**src/rtl/rs_bank.sv**
```systemverilog
// Reservation-station bank sitting between the issue stage and one functional unit.
// It picks a free slot for each new instruction, captures pending operands from the
// CDB (including a bypass for an instruction allocating in the broadcast cycle), and
// presents the oldest ready entry to the FU over a valid/ready handshake.
module rs_bank #(
    parameter int NUM_ENTRIES = 4,
    parameter int TAG_W       = 4,
    parameter int DATA_W      = 32,
    parameter int OP_W        = 3,
    parameter int BR_W        = 2
) (
    input  logic                                 clk,
    input  logic                                 reset,
    input  logic                                 flush,
    input  logic                                 alloc_valid,
    output logic                                 alloc_ready,
    input  logic [TAG_W-1:0]                     alloc_qj,
    input  logic [TAG_W-1:0]                     alloc_qk,
    input  logic [DATA_W-1:0]                    alloc_vj,
    input  logic [DATA_W-1:0]                    alloc_vk,
    input  logic [TAG_W-1:0]                     alloc_rob,
    input  logic [OP_W-1:0]                      alloc_op,
    input  logic [BR_W-1:0]                      alloc_br,
    input  logic                                 alloc_load,
    input  logic                                 cdb_valid,
    input  logic [TAG_W-1:0]                     cdb_tag,
    input  logic [DATA_W-1:0]                    cdb_data,
    input  logic                                 cdb_load_step1,
    output logic                                 issue_valid,
    input  logic                                 issue_ready,
    output logic [TAG_W-1:0]                     issue_rob,
    output logic [OP_W-1:0]                      issue_op,
    output logic [BR_W-1:0]                      issue_br,
    output logic                                 issue_load,
    output logic [DATA_W-1:0]                    issue_vj,
    output logic [DATA_W-1:0]                    issue_vk,
    output logic [$clog2(NUM_ENTRIES+1)-1:0]     occupancy
);

    localparam int CNT_W = $clog2(NUM_ENTRIES + 1);

    logic [NUM_ENTRIES-1:0] valid_q, valid_d;
    logic [TAG_W-1:0]       qj_q  [NUM_ENTRIES];
    logic [TAG_W-1:0]       qj_d  [NUM_ENTRIES];
    logic [TAG_W-1:0]       qk_q  [NUM_ENTRIES];
    logic [TAG_W-1:0]       qk_d  [NUM_ENTRIES];
    logic [DATA_W-1:0]      vj_q  [NUM_ENTRIES];
    logic [DATA_W-1:0]      vj_d  [NUM_ENTRIES];
    logic [DATA_W-1:0]      vk_q  [NUM_ENTRIES];
    logic [DATA_W-1:0]      vk_d  [NUM_ENTRIES];
    logic [TAG_W-1:0]       rob_q [NUM_ENTRIES];
    logic [TAG_W-1:0]       rob_d [NUM_ENTRIES];
    logic [OP_W-1:0]        op_q  [NUM_ENTRIES];
    logic [OP_W-1:0]        op_d  [NUM_ENTRIES];
    logic [BR_W-1:0]        br_q  [NUM_ENTRIES];
    logic [BR_W-1:0]        br_d  [NUM_ENTRIES];
    logic [NUM_ENTRIES-1:0] load_q, load_d;
    // older_q[j][i] set means entry j was allocated before entry i.
    logic [NUM_ENTRIES-1:0] older_q [NUM_ENTRIES];
    logic [NUM_ENTRIES-1:0] older_d [NUM_ENTRIES];

    logic [NUM_ENTRIES-1:0] ready;
    logic [NUM_ENTRIES-1:0] grant;
    logic [NUM_ENTRIES-1:0] alloc_oh;
    logic                   alloc_found;
    logic                   alloc_fire;
    logic                   issue_fire;
    logic                   cdb_wake;
    logic [CNT_W-1:0]       occ_cnt;

    // Handshake qualifiers; alloc_ready looks only at registered valid bits so a
    // slot being issued this cycle is not offered until the next one.
    assign alloc_ready = ~&valid_q;
    assign alloc_fire  = alloc_valid && alloc_ready && !flush;
    assign issue_fire  = issue_valid && issue_ready;
    assign cdb_wake    = cdb_valid && !cdb_load_step1 && (cdb_tag != '0);
    assign occupancy   = occ_cnt;

    // Readiness and oldest-ready selection: an entry wins unless an older ready one exists.
    always_comb begin
        ready = '0;
        grant = '0;
        for (int i = 0; i < NUM_ENTRIES; i++) begin
            ready[i] = valid_q[i] && (qj_q[i] == '0) && (qk_q[i] == '0);
        end
        for (int i = 0; i < NUM_ENTRIES; i++) begin
            grant[i] = ready[i];
            for (int j = 0; j < NUM_ENTRIES; j++) begin
                if (j != i && ready[j] && older_q[j][i]) begin
                    grant[i] = 1'b0;
                end
            end
        end
    end

    // Present the granted entry; all zeros when nothing is ready.
    always_comb begin
        issue_valid = |ready;
        issue_rob   = '0;
        issue_op    = '0;
        issue_br    = '0;
        issue_load  = 1'b0;
        issue_vj    = '0;
        issue_vk    = '0;
        for (int i = 0; i < NUM_ENTRIES; i++) begin
            if (grant[i]) begin
                issue_rob  = rob_q[i];
                issue_op   = op_q[i];
                issue_br   = br_q[i];
                issue_load = load_q[i];
                issue_vj   = vj_q[i];
                issue_vk   = vk_q[i];
            end
        end
    end

    // Lowest-index free slot and population count of valid entries.
    always_comb begin
        alloc_oh    = '0;
        alloc_found = 1'b0;
        occ_cnt     = '0;
        for (int i = 0; i < NUM_ENTRIES; i++) begin
            if (!valid_q[i] && !alloc_found) begin
                alloc_oh[i] = 1'b1;
                alloc_found = 1'b1;
            end
            occ_cnt = occ_cnt + CNT_W'(valid_q[i]);
        end
    end

    // Next state: wakeup, issue free, allocation with bypass, then flush overriding all.
    always_comb begin
        valid_d = valid_q;
        load_d  = load_q;
        qj_d    = qj_q;
        qk_d    = qk_q;
        vj_d    = vj_q;
        vk_d    = vk_q;
        rob_d   = rob_q;
        op_d    = op_q;
        br_d    = br_q;
        older_d = older_q;
        for (int i = 0; i < NUM_ENTRIES; i++) begin
            if (cdb_wake && valid_q[i]) begin
                if (qj_q[i] == cdb_tag) begin
                    qj_d[i] = '0;
                    vj_d[i] = cdb_data;
                end
                if (qk_q[i] == cdb_tag) begin
                    qk_d[i] = '0;
                    vk_d[i] = cdb_data;
                end
            end
            if (issue_fire && grant[i]) begin
                valid_d[i] = 1'b0;
            end
            if (alloc_fire && alloc_oh[i]) begin
                valid_d[i] = 1'b1;
                rob_d[i]   = alloc_rob;
                op_d[i]    = alloc_op;
                br_d[i]    = alloc_br;
                load_d[i]  = alloc_load;
                if (cdb_wake && alloc_qj == cdb_tag) begin
                    qj_d[i] = '0;
                    vj_d[i] = cdb_data;
                end else begin
                    qj_d[i] = alloc_qj;
                    vj_d[i] = alloc_vj;
                end
                if (cdb_wake && alloc_qk == cdb_tag) begin
                    qk_d[i] = '0;
                    vk_d[i] = cdb_data;
                end else begin
                    qk_d[i] = alloc_qk;
                    vk_d[i] = alloc_vk;
                end
                // The newcomer is younger than every other slot.
                older_d[i] = '0;
                for (int j = 0; j < NUM_ENTRIES; j++) begin
                    if (j != i) begin
                        older_d[j][i] = 1'b1;
                    end
                end
            end
        end
        if (flush) begin
            valid_d = '0;
            for (int i = 0; i < NUM_ENTRIES; i++) begin
                older_d[i] = '0;
            end
        end
    end

    // State registers with asynchronous clear.
    always_ff @(posedge clk or negedge reset) begin
        if (!reset) begin
            valid_q <= '0;
            load_q  <= '0;
            for (int i = 0; i < NUM_ENTRIES; i++) begin
                qj_q[i]    <= '0;
                qk_q[i]    <= '0;
                vj_q[i]    <= '0;
                vk_q[i]    <= '0;
                rob_q[i]   <= '0;
                op_q[i]    <= '0;
                br_q[i]    <= '0;
                older_q[i] <= '0;
            end
        end else begin
            valid_q <= valid_d;
            load_q  <= load_d;
            qj_q    <= qj_d;
            qk_q    <= qk_d;
            vj_q    <= vj_d;
            vk_q    <= vk_d;
            rob_q   <= rob_d;
            op_q    <= op_d;
            br_q    <= br_d;
            older_q <= older_d;
        end
    end

endmodule

```
**config.mk**
```make
export PLATFORM = sky130hd
export DESIGN_NAME = rs_bank
export DESIGN_NICKNAME = d
export VERILOG_FILES = /design/src/rtl/rs_bank.sv
export SDC_FILE = /design/constraint.sdc
export NUM_CORES = 1
export LEC_CHECK = 0
export ABC_AREA = 1
export CAP_MARGIN = 20
export CORE_UTILIZATION = 30
export DETAILED_ROUTE_END_ITERATION = 6
export GPL_TIMING_DRIVEN = 0
export MAX_ROUTING_LAYER = met4
export SLEW_MARGIN = 20
export SYNTH_ARGS = -nofsm -noshare
export SYNTH_HDL_FRONTEND = slang
export SYNTH_SLANG_ARGS = --single-unit
```
**constraint.sdc**
```tcl
create_clock -name clk -period 1.9 [get_ports clk]
set_clock_uncertainty 0.1 [all_clocks]
set_input_delay 0.38 -clock clk [delete_from_list [all_inputs] [get_ports clk]]
set_output_delay 0.38 -clock clk [all_outputs]
set_load 0.01 [all_outputs]
```
==> results of run 1 <==
registers in the layout (all words and copies together) (netlist names):
name     cells
op_q        12
qj_q        16
rob_q       16
qk_q        16
vk_q       128
valid_q      4
vj_q       128
older_q     12
load_q       4
br_q         8
cell usage after synthesis, types with 4 or more instances:
master and n:
sky130_fd_sc_hd__a21oi_1 144, sky130_fd_sc_hd__buf_1 18, sky130_fd_sc_hd__buf_2 103, sky130_fd_sc_hd__buf_4 33, sky130_fd_sc_hd__buf_6 6, sky130_fd_sc_hd__clkbuf_1 48
sky130_fd_sc_hd__dfrtp_1 344, sky130_fd_sc_hd__ha_1 5, sky130_fd_sc_hd__inv_1 264, sky130_fd_sc_hd__inv_2 9, sky130_fd_sc_hd__nand2_1 662, sky130_fd_sc_hd__nand2_2 22
sky130_fd_sc_hd__nand3_1 759, sky130_fd_sc_hd__nand3b_1 33, sky130_fd_sc_hd__nand4_1 33, sky130_fd_sc_hd__nor2_1 42, sky130_fd_sc_hd__nor2_2 6, sky130_fd_sc_hd__nor3_1 10
sky130_fd_sc_hd__nor3_2 4, sky130_fd_sc_hd__o21ai_0 62, sky130_fd_sc_hd__o22ai_1 77, sky130_fd_sc_hd__or2_0 88, sky130_fd_sc_hd__or2_2 40, sky130_fd_sc_hd__xnor2_1 23
sky130_fd_sc_hd__xor2_1 17
stage by stage:
stage	total power [mW]	hold WS, ps
floorplan	12.5	-15.6
global placement	14.0	366
detailed placement	14.1	202
CTS	22.6	201
global route	23.9	237
finish	22.9	199
repair_timing:
action / CTS / global route
resized for setup: 479 / 172
endpoints found under the setup margin: 423 / 423
pin swaps: 35 / 43
cloned: 4 / 2
setup buffers: 36 / 14
hold buffers: 1 / 0
endpoints found under the hold margin: 94 / 0
area by class of cell:
cell class	count	area [um2]
clock buffer	60	1210
tap	873	1090
antenna	4	10.0
sequential	344	8610
multi-input combinational	2037	10800
timing repair buffer	261	2760
buffer	205	1490
clock inverter	8	144
inverter	274	1040
fill	7075	40600
kinds of logic after synthesis:
| logic type | count (synthesis) | synth area share |
|---|---|---|
| buf+inv | 482 | 0.102 |
| flops | 344 | 0.416 |
| simple gates | 1705 | 0.388 |
| xor+xnor | 40 | 0.0169 |
| fa+ha+maj | 6 | 0.00399 |
| compound gates | 286 | 0.0738 |
worst paths after layout:
path	from	endpoint	depth (start not counted)
setup reg to reg	valid_q[0]$_DFFE_PN0P_	vj_q[26]$_DFFE_PN0P_	9
hold reg to reg	br_q[0]$_DFFE_PN0P_	br_q[0]$_DFFE_PN0P_	2
setup / recovery	qj_q[10]$_DFFE_PN0P_	issue_vj[2]	15
hold / removal	reset	rob_q[3]$_DFFE_PN0P_	2
min in group clk	alloc_rob[2]	rob_q[10]$_DFFE_PN0P_	3
max in group asynchronous	reset	vj_q[4]$_DFFE_PN0P_	3
routing by layer:
metal	part of all wire	global-route usage
met5	0	-
met4	0.045	0.125
met3	0.10	0.0576
met2	0.45	0.399
met1	0.41	0.349
where the power goes:
group / total [mW] / switching (mW) / internal [mW]
Sequential: 9.85 / 0.905 / 8.95
Clock: 8.30 / 3.39 / 4.91
Combinational: 4.79 / 2.82 / 1.97
==> results.env, run 1 <==
SYNTH-MAIN-FF-CELL='sky130_fd_sc_hd__dfrtp_1'
PLACE_HPWL_UM=65400
YS_WARN_COUNT=0
CLOCK_SINKS=344
REGTOREGSETUPSLACK_PS=-1020
GRT_FIRST_PASS_WIRELENGTH_UM=137000
INITIAL_CORE_UTIL=0.306
POST-SYNTH-TOP-AREA-CELL='sky130_fd_sc_hd__dfrtp_1'
CTS-BUFFERS-INSERTED=41
GRT.OVERFLOW.TOTAL=0
TIMING.CRITICAL_PATH.ARRIVAL_PS=2810
ENDPOINT_KIND='primary output'
SYNTH.AVG_CELL_AREA_UM2=7.23
AREA_GROWTH_FROM_SYNTHESIS_TO_LAYOUT_PCT=31.4
VIAS_IN_THE_FIRST_GLOBAL_ROUTE=21400
PATH_MAX_FANOUT=8
MOSTFREQUENTLAYOUTCELLS='sky130_fd_sc_hd__nand3_1 (737), sky130_fd_sc_hd__nand2_1 (562), sky130_fd_sc_hd__dfrtp_1 (340)'
POWER_DENSITY_CELLS_nW_PER_UM2=844
EDFF_COUNT_SYNTH=0
CORE_AREA_UM2=67800
WORST_SETUP_HOLD_PATH_CLK_SLEW_PS=60
FINAL_INSTANCE_AREA_UM2=27200
MAX-CAP-VIOLATIONS=0
SLEW_VIOL_FINAL=0
POSTROUTEANTENNANETS=0
DRT-TOTAL-WL_UM=94300
CRITICAL_PATH.MAX_STAGE_DELAY_PS=420
LARGEST_NET_DEGREE_AT_THE_START_OF_GLOBAL_ROUTING=94
CRIT_CHAIN='nor2_4 > nand3_2 > nor2_4 > nand2_2 > nor2_4 > buf_6 > inv_4 > buf_12 > buf_12 > buf_12 > nand3_1 > nand2_1 > nand2_1 > nand2_2 > clkdlybuf4s15_2'
POWER_LEAKAGE_nW=13.4
ROUTEDWLPERCELL_UM=23.2
STATUS='complete, but fails checks'
GLOBAL_ROUTE.USAGE.TOTAL=0.269
SYNTHARSTFLOPSHARE=1.00
WORST_SLEW_MARGIN_REL=0.370
PLACE_INST=3943
VIAS=22400
PATH_CLASS='reg -> out'
YOSYS-TOP-CELLS-AREA='sky130_fd_sc_hd__dfrtp_1 (42%), sky130_fd_sc_hd__nand3_1 (18%), sky130_fd_sc_hd__nand2_1 (12%)'
CRITICAL_PATH.TOP_DELAY_FAMILY='simple AND/OR/NAND/NOR gates'
FINALWEIGHTEDCONGESTION=0.989
PLACEMENT.SETUP.WORST_SLACK_PS=-1520
FINAL_MIN_PERIOD_OVER_CLOCK_PERIOD=1.73
VIOLATIONS='design-rule violations, negative setup slack'
SYNTHESIS.INSTANCES=2863
CATEGORY_OF_THE_WORST_SETUP_PATH_LAUNCH_POINT='flop'
CLOCK_TREE.ROOT_CELL='sky130_fd_sc_hd__clkbuf_16'
CTS_MAX_PATH_BUFFERS=3
POST_SYNTH_NUM_CELL_TYPES=33
CLOCK_LATENCY_AT_THE_LATER_PIN_OF_THE_WORST_SKEW_PAIR_PS=570
DIE_X_UM=265
CRITICAL_PATH_REQUIRED_PS=1420
TIMING_HOLD_VIOLATIONS_FINAL=0
VIAS_PER_CELL=5.51
NUM_ROWS=95
DRTITER0DRC=2951
CTS.HTREE.LEVELS=2
LAYOUT_COMMONEST_CELL='sky130_fd_sc_hd__nand3_1'
SETUP-VIOLATIONS-FINAL=423
SEQUENTIAL_TO_TOTAL_AREA_SHARE_FROM_YOSYS_STAT=0.416
ANTENNA_FOUND_INITIAL=5
DIE_HEIGHT_UM=265
PERIOD_NEEDED_PS=3290
MAX_SLEW.WORST_PIN.SLEW_PS=946
SYNTH_TOP_AREA_SHARE=0.416
REMAINING_DRC_ERRORS=1
INSTANCES_NO_FILL=4066
DETAILED_ROUTING_ITERATIONS_PASS_1=7
FMAX_MHz=304
DIEAREA_UM2=70100
SYNTH_FP_NETS=2994
UNREPAIRED_SETUP_ENDPOINTS_AFTER_GLOBAL_ROUTING='true'
PORTBUFFERS=203
VDD_IR_DROP_MAX_mV=0.566
NUM_IO_PINS=204
SYN-CELL-AREA_UM2=20700
TIMING.CRITICAL_PATH.BUF_INV=6
TIMING.FINAL.WS_SETUP_PS=-1390
MIN-DELAY-PATH-CLASS='in -> async'
DRIVE_ABOVE_1_SHARE=0.206
PLACE_AREA_UM2=24200
FINALNETCOUNT=3295
SETUP_TOTAL_NEGATIVE_SLACK_PS=-315380
TRITONCTS_CLOCK_TREE='yes'
SEQ_CELLS_POST_SYNTH=344
POST-ROUTE-UTIL=0.401
SLOWEST_STAGE='sky130_fd_sc_hd__dfrtp_1'
(Power assumes the default switching activity.)
==> run 2: changes to the inputs <==
CORE_UTILIZATION = 53   (was 30)
PLACE_DENSITY = 0.78   (was unset)
==> run 2 against run 1 <==
The run ends with negative setup slack left. Global-route usage increased by 20 points. Sequential share of layout area increased by 0.35 points. Critical path type unchanged. Sequential cell count is the same. First-iteration DRC count up 16%. Clock power fell by 2.8%. Core utilization up 30 points. Register-to-register slack is essentially flat. Combinational power hardly changed. Maximum frequency is 2.1% higher. Worst hold slack improved by 37 ps.
==> results.env, run 2 (synthesis results as in run 1) <==
STATUS='complete, but fails checks'  # unchanged
VIOLATIONS='negative setup slack'  # was design-rule violations, negative setup slack
ANTENNA_FOUND_INITIAL=2  # was 5
REMAINING_DRC_ERRORS=0  # was 1
CLOCK_TREE.ROOT_CELL='sky130_fd_sc_hd__clkbuf_16'  # unchanged
SLEW_VIOL_FINAL=0  # unchanged
MOSTFREQUENTLAYOUTCELLS='sky130_fd_sc_hd__nand3_1 (752), sky130_fd_sc_hd__nand2_1 (568), sky130_fd_sc_hd__dfrtp_1 (342)'  # was sky130_fd_sc_hd__nand3_1 (737), sky130_fd_sc_hd__nand2_1 (562), sky130_fd_sc_hd__dfrtp_1 (340)
FMAX_MHz=311  # was 304 MHz
DRT-TOTAL-WL_UM=92600  # was 94300 um
POST-ROUTE-UTIL=0.697  # was 0.401
SEQ_AREA_UM2=8610  # about the same
REGTOREGSETUPSLACK_PS=-1020  # about the same
N_FILL_CELL=3283  # was 7075
WORST_R2R_ENDPOINT='vk_q[70]$_DFFE_PN0P_'  # was vj_q[26]$_DFFE_PN0P_
VIAS=23700  # was 22400
TRITONCTS_CLOCK_TREE='yes'  # unchanged
CTS-BUFFERS-INSERTED=40  # was 41
CTS_MAX_PATH_BUFFERS=3  # unchanged
CTS.HTREE.LEVELS=2  # unchanged
CLOCK_LATENCY_AT_THE_LATER_PIN_OF_THE_WORST_SKEW_PAIR_PS=590  # was 570 ps
LAYOUT_COMMONEST_CELL='sky130_fd_sc_hd__nand3_1'  # unchanged
DIE_X_UM=200  # was 265 um
PATH_CLASS='reg -> out'  # unchanged
ENDPOINT_KIND='primary output'  # unchanged
GRT_FIRST_PASS_WIRELENGTH_UM=133000  # was 137000 um
ROUTEDWLPERCELL_UM=24.8  # was 23.2 um
PORTBUFFERS=203  # unchanged
DRIVE_ABOVE_1_SHARE=0.202  # was 0.206
AREA_GROWTH_FROM_SYNTHESIS_TO_LAYOUT_PCT=29.9  # was 31.4%
WORST_SETUP_HOLD_PATH_CLK_SLEW_PS=60  # about the same
MAX-CAP-VIOLATIONS=0  # unchanged
CRITICAL_PATH_REQUIRED_PS=1420  # about the same
TIMING.FINAL.WS_SETUP_PS=-1320  # was -1390 ps
PLACE_HPWL_UM=61300  # was 65400 um
CP-STARTPOINT='qj_q[15]$_DFFE_PN0P_'  # was qj_q[10]$_DFFE_PN0P_
GLOBAL_ROUTE.USAGE.TOTAL=0.471  # was 0.269
NUM_ROWS=72  # was 95
POSTROUTEANTENNANETS=0  # unchanged
LARGEST_NET_DEGREE_AT_THE_START_OF_GLOBAL_ROUTING=86  # was 94
VIAS_PER_CELL=6.35  # was 5.51
TIMING.CRITICAL_PATH.BUF_INV=5  # was 6
HOLD_WS_PS=236  # was 199 ps
SETUP_TOTAL_NEGATIVE_SLACK_PS=-323800  # was -315380 ps
FINAL_MIN_PERIOD_OVER_CLOCK_PERIOD=1.69  # was 1.73
DETAILED_ROUTING_ITERATIONS_PASS_1=7  # unchanged
CATEGORY_OF_THE_WORST_SETUP_PATH_LAUNCH_POINT='flop'  # unchanged
FINALNETCOUNT=3310  # was 3295
INITIAL_CORE_UTIL=0.537  # was 0.306
CRIT_CHAIN='nor2_2 > nand3_2 > nor2_4 > nand2_1 > nand2_2 > nor2_4 > buf_8 > buf_6 > buf_8 > buf_8 > a21oi_2 > nand2_1 > nand2_2 > nand2_2 > buf_6'  # was nor2_4 > nand3_2 > nor2_4 > nand2_2 > nor2_4 > buf_6 > inv_4 > buf_12 > buf_12 > buf_12 > nand3_1 > nand2_1 > nand2_1 > nand2_2 > clkdlybuf4s15_2
CORE_AREA_UM2=38600  # was 67800 um2
WORST_SLEW_MARGIN_REL=0.300  # was 0.370
DRTITER0DRC=3437  # was 2951
CRITICAL_PATH.MAX_STAGE_DELAY_PS=400  # was 420 ps
GRT.OVERFLOW.TOTAL=0  # unchanged
POWER_LEAKAGE_nW=13.5  # was 13.4 nW
PATH_MAX_FANOUT=6  # was 8
REG2REG_DEPTH=11  # was 9
CLOCK_SINKS=344  # unchanged
DIE_HEIGHT_UM=200  # was 265 um
PERIOD_NEEDED_PS=3220  # was 3290 ps
REPORT.POWER.TOTAL_mW=22.7  # was 22.9 mW
CRITICAL_PATH.TOP_DELAY_FAMILY='simple AND/OR/NAND/NOR gates'  # unchanged
PLACE_AREA_UM2=23800  # was 24200 um2
MIN-DELAY-PATH-CLASS='in -> async'  # unchanged
MULTI_INPUT_COMB_AREA_UM2=10700  # was 10800 um2
NUM_IO_PINS=204  # unchanged
TIMING_HOLD_VIOLATIONS_FINAL=0  # unchanged
VDD_IR_DROP_MAX_mV=0.715  # was 0.566 mV
DIEAREA_UM2=39800  # was 70100 um2
FINAL_INSTANCE_AREA_UM2=26900  # was 27200 um2
MAX_SLEW.WORST_PIN.SLEW_PS=1050  # was 946 ps
POWER_DENSITY_CELLS_nW_PER_UM2=844  # about the same
SETUP-VIOLATIONS-FINAL=423  # unchanged
FINALWEIGHTEDCONGESTION=1.01  # was 0.989
VIAS_IN_THE_FIRST_GLOBAL_ROUTE=22300  # was 21400
REG2REG_START='valid_q[1]$_DFFE_PN0P_'  # was valid_q[0]$_DFFE_PN0P_
UNREPAIRED_SETUP_ENDPOINTS_AFTER_GLOBAL_ROUTING='true'  # unchanged
TIMING.CRITICAL_PATH.ARRIVAL_PS=2740  # was 2810 ps
LARGEST_REGISTERS='vj_q: 128 flops, vk_q: 128 flops'  # unchanged
SLOWEST_STAGE='sky130_fd_sc_hd__dfrtp_1'  # unchanged
run 2: cell count changes in the layout (fill, tap and decap cells not counted), sizes merged:
cell,delta
clkbuf,+11
clkdlybuf4s15,+9
clkinv,+6
buf,-5
bufinv,-2
bufbuf,-1
clkinvlp,+1
diode,-1
dlygate4sd2,-1
inv,+1
run 2: layout make-up:
cell class / instances / share of cell area
diodes: 3 / 0.000279
plain buffers: 205 / 0.0611
clock buffers: 57 / 0.0445
clock inverters: 14 / 0.00498
inverters: 274 / 0.0386
multi-input cells: 2037 / 0.396
flip-flops and latches: 344 / 0.320
well taps: 518 / 0.0241
repair buffers: 277 / 0.110
run 2: through the flow:
stage          instances  setup WS (ps)
6_report            3729          -1320
5_1_grt             3729          -1400
4_1_cts             3705          -1220
3_5_place_dp        3588          -1450
3_3_place_gp        3584         -15430
2_1_floorplan       2863          -80.6
run 2: routing by layer:
layer,wire [um],up-vias,track usage
met4,6140,0,0.274
li1,-,10100,-
met1,33100,11100,0.580
met5,0,-,-
met2,40100,1996,0.684
met3,13300,487,0.142
run 2: power by group:
group	internal [mW]	switching [mW]	total (mW)
Clock	4.66	3.42	8.07
Sequential	8.95	0.895	9.84
Combinational	1.91	2.85	4.76
run 2: timing repair:
action | CTS | global route
pin swaps | 38 | 52
gates cloned | 4 | 7
gates resized for setup | 452 | 180
setup endpoints to repair | 423 | 502
buffers inserted | 42 | 19
hold endpoints to repair | 73 | 0
hold buffers | 1 | 0
run 2: worst reg2reg max path, cell delays in order, from the launching register on:
cell	delay, ps
sky130_fd_sc_hd__dfrtp_1	400
sky130_fd_sc_hd__buf_4	150
sky130_fd_sc_hd__buf_4	130
sky130_fd_sc_hd__ha_1	170
sky130_fd_sc_hd__nand3_1	120
sky130_fd_sc_hd__nand3_1	100
sky130_fd_sc_hd__inv_2	120
sky130_fd_sc_hd__nand2_2	240
sky130_fd_sc_hd__inv_2	290
sky130_fd_sc_hd__buf_1	770
sky130_fd_sc_hd__nand3_1	170
sky130_fd_sc_hd__nand3_1	120
run 2: worst max path at each step:
| stage | to | cells after the start |
|---|---|---|
| finish | issue_vk[26] | 15 |
| global route | issue_vk[26] | 16 |
| CTS | issue_vj[15] | 13 |
| detailed placement | issue_vj[17] | 10 |
| global placement | vj_q[26]$_DFFE_PN0P_ | 1 |
| floorplan | issue_vj[0] | 11 |
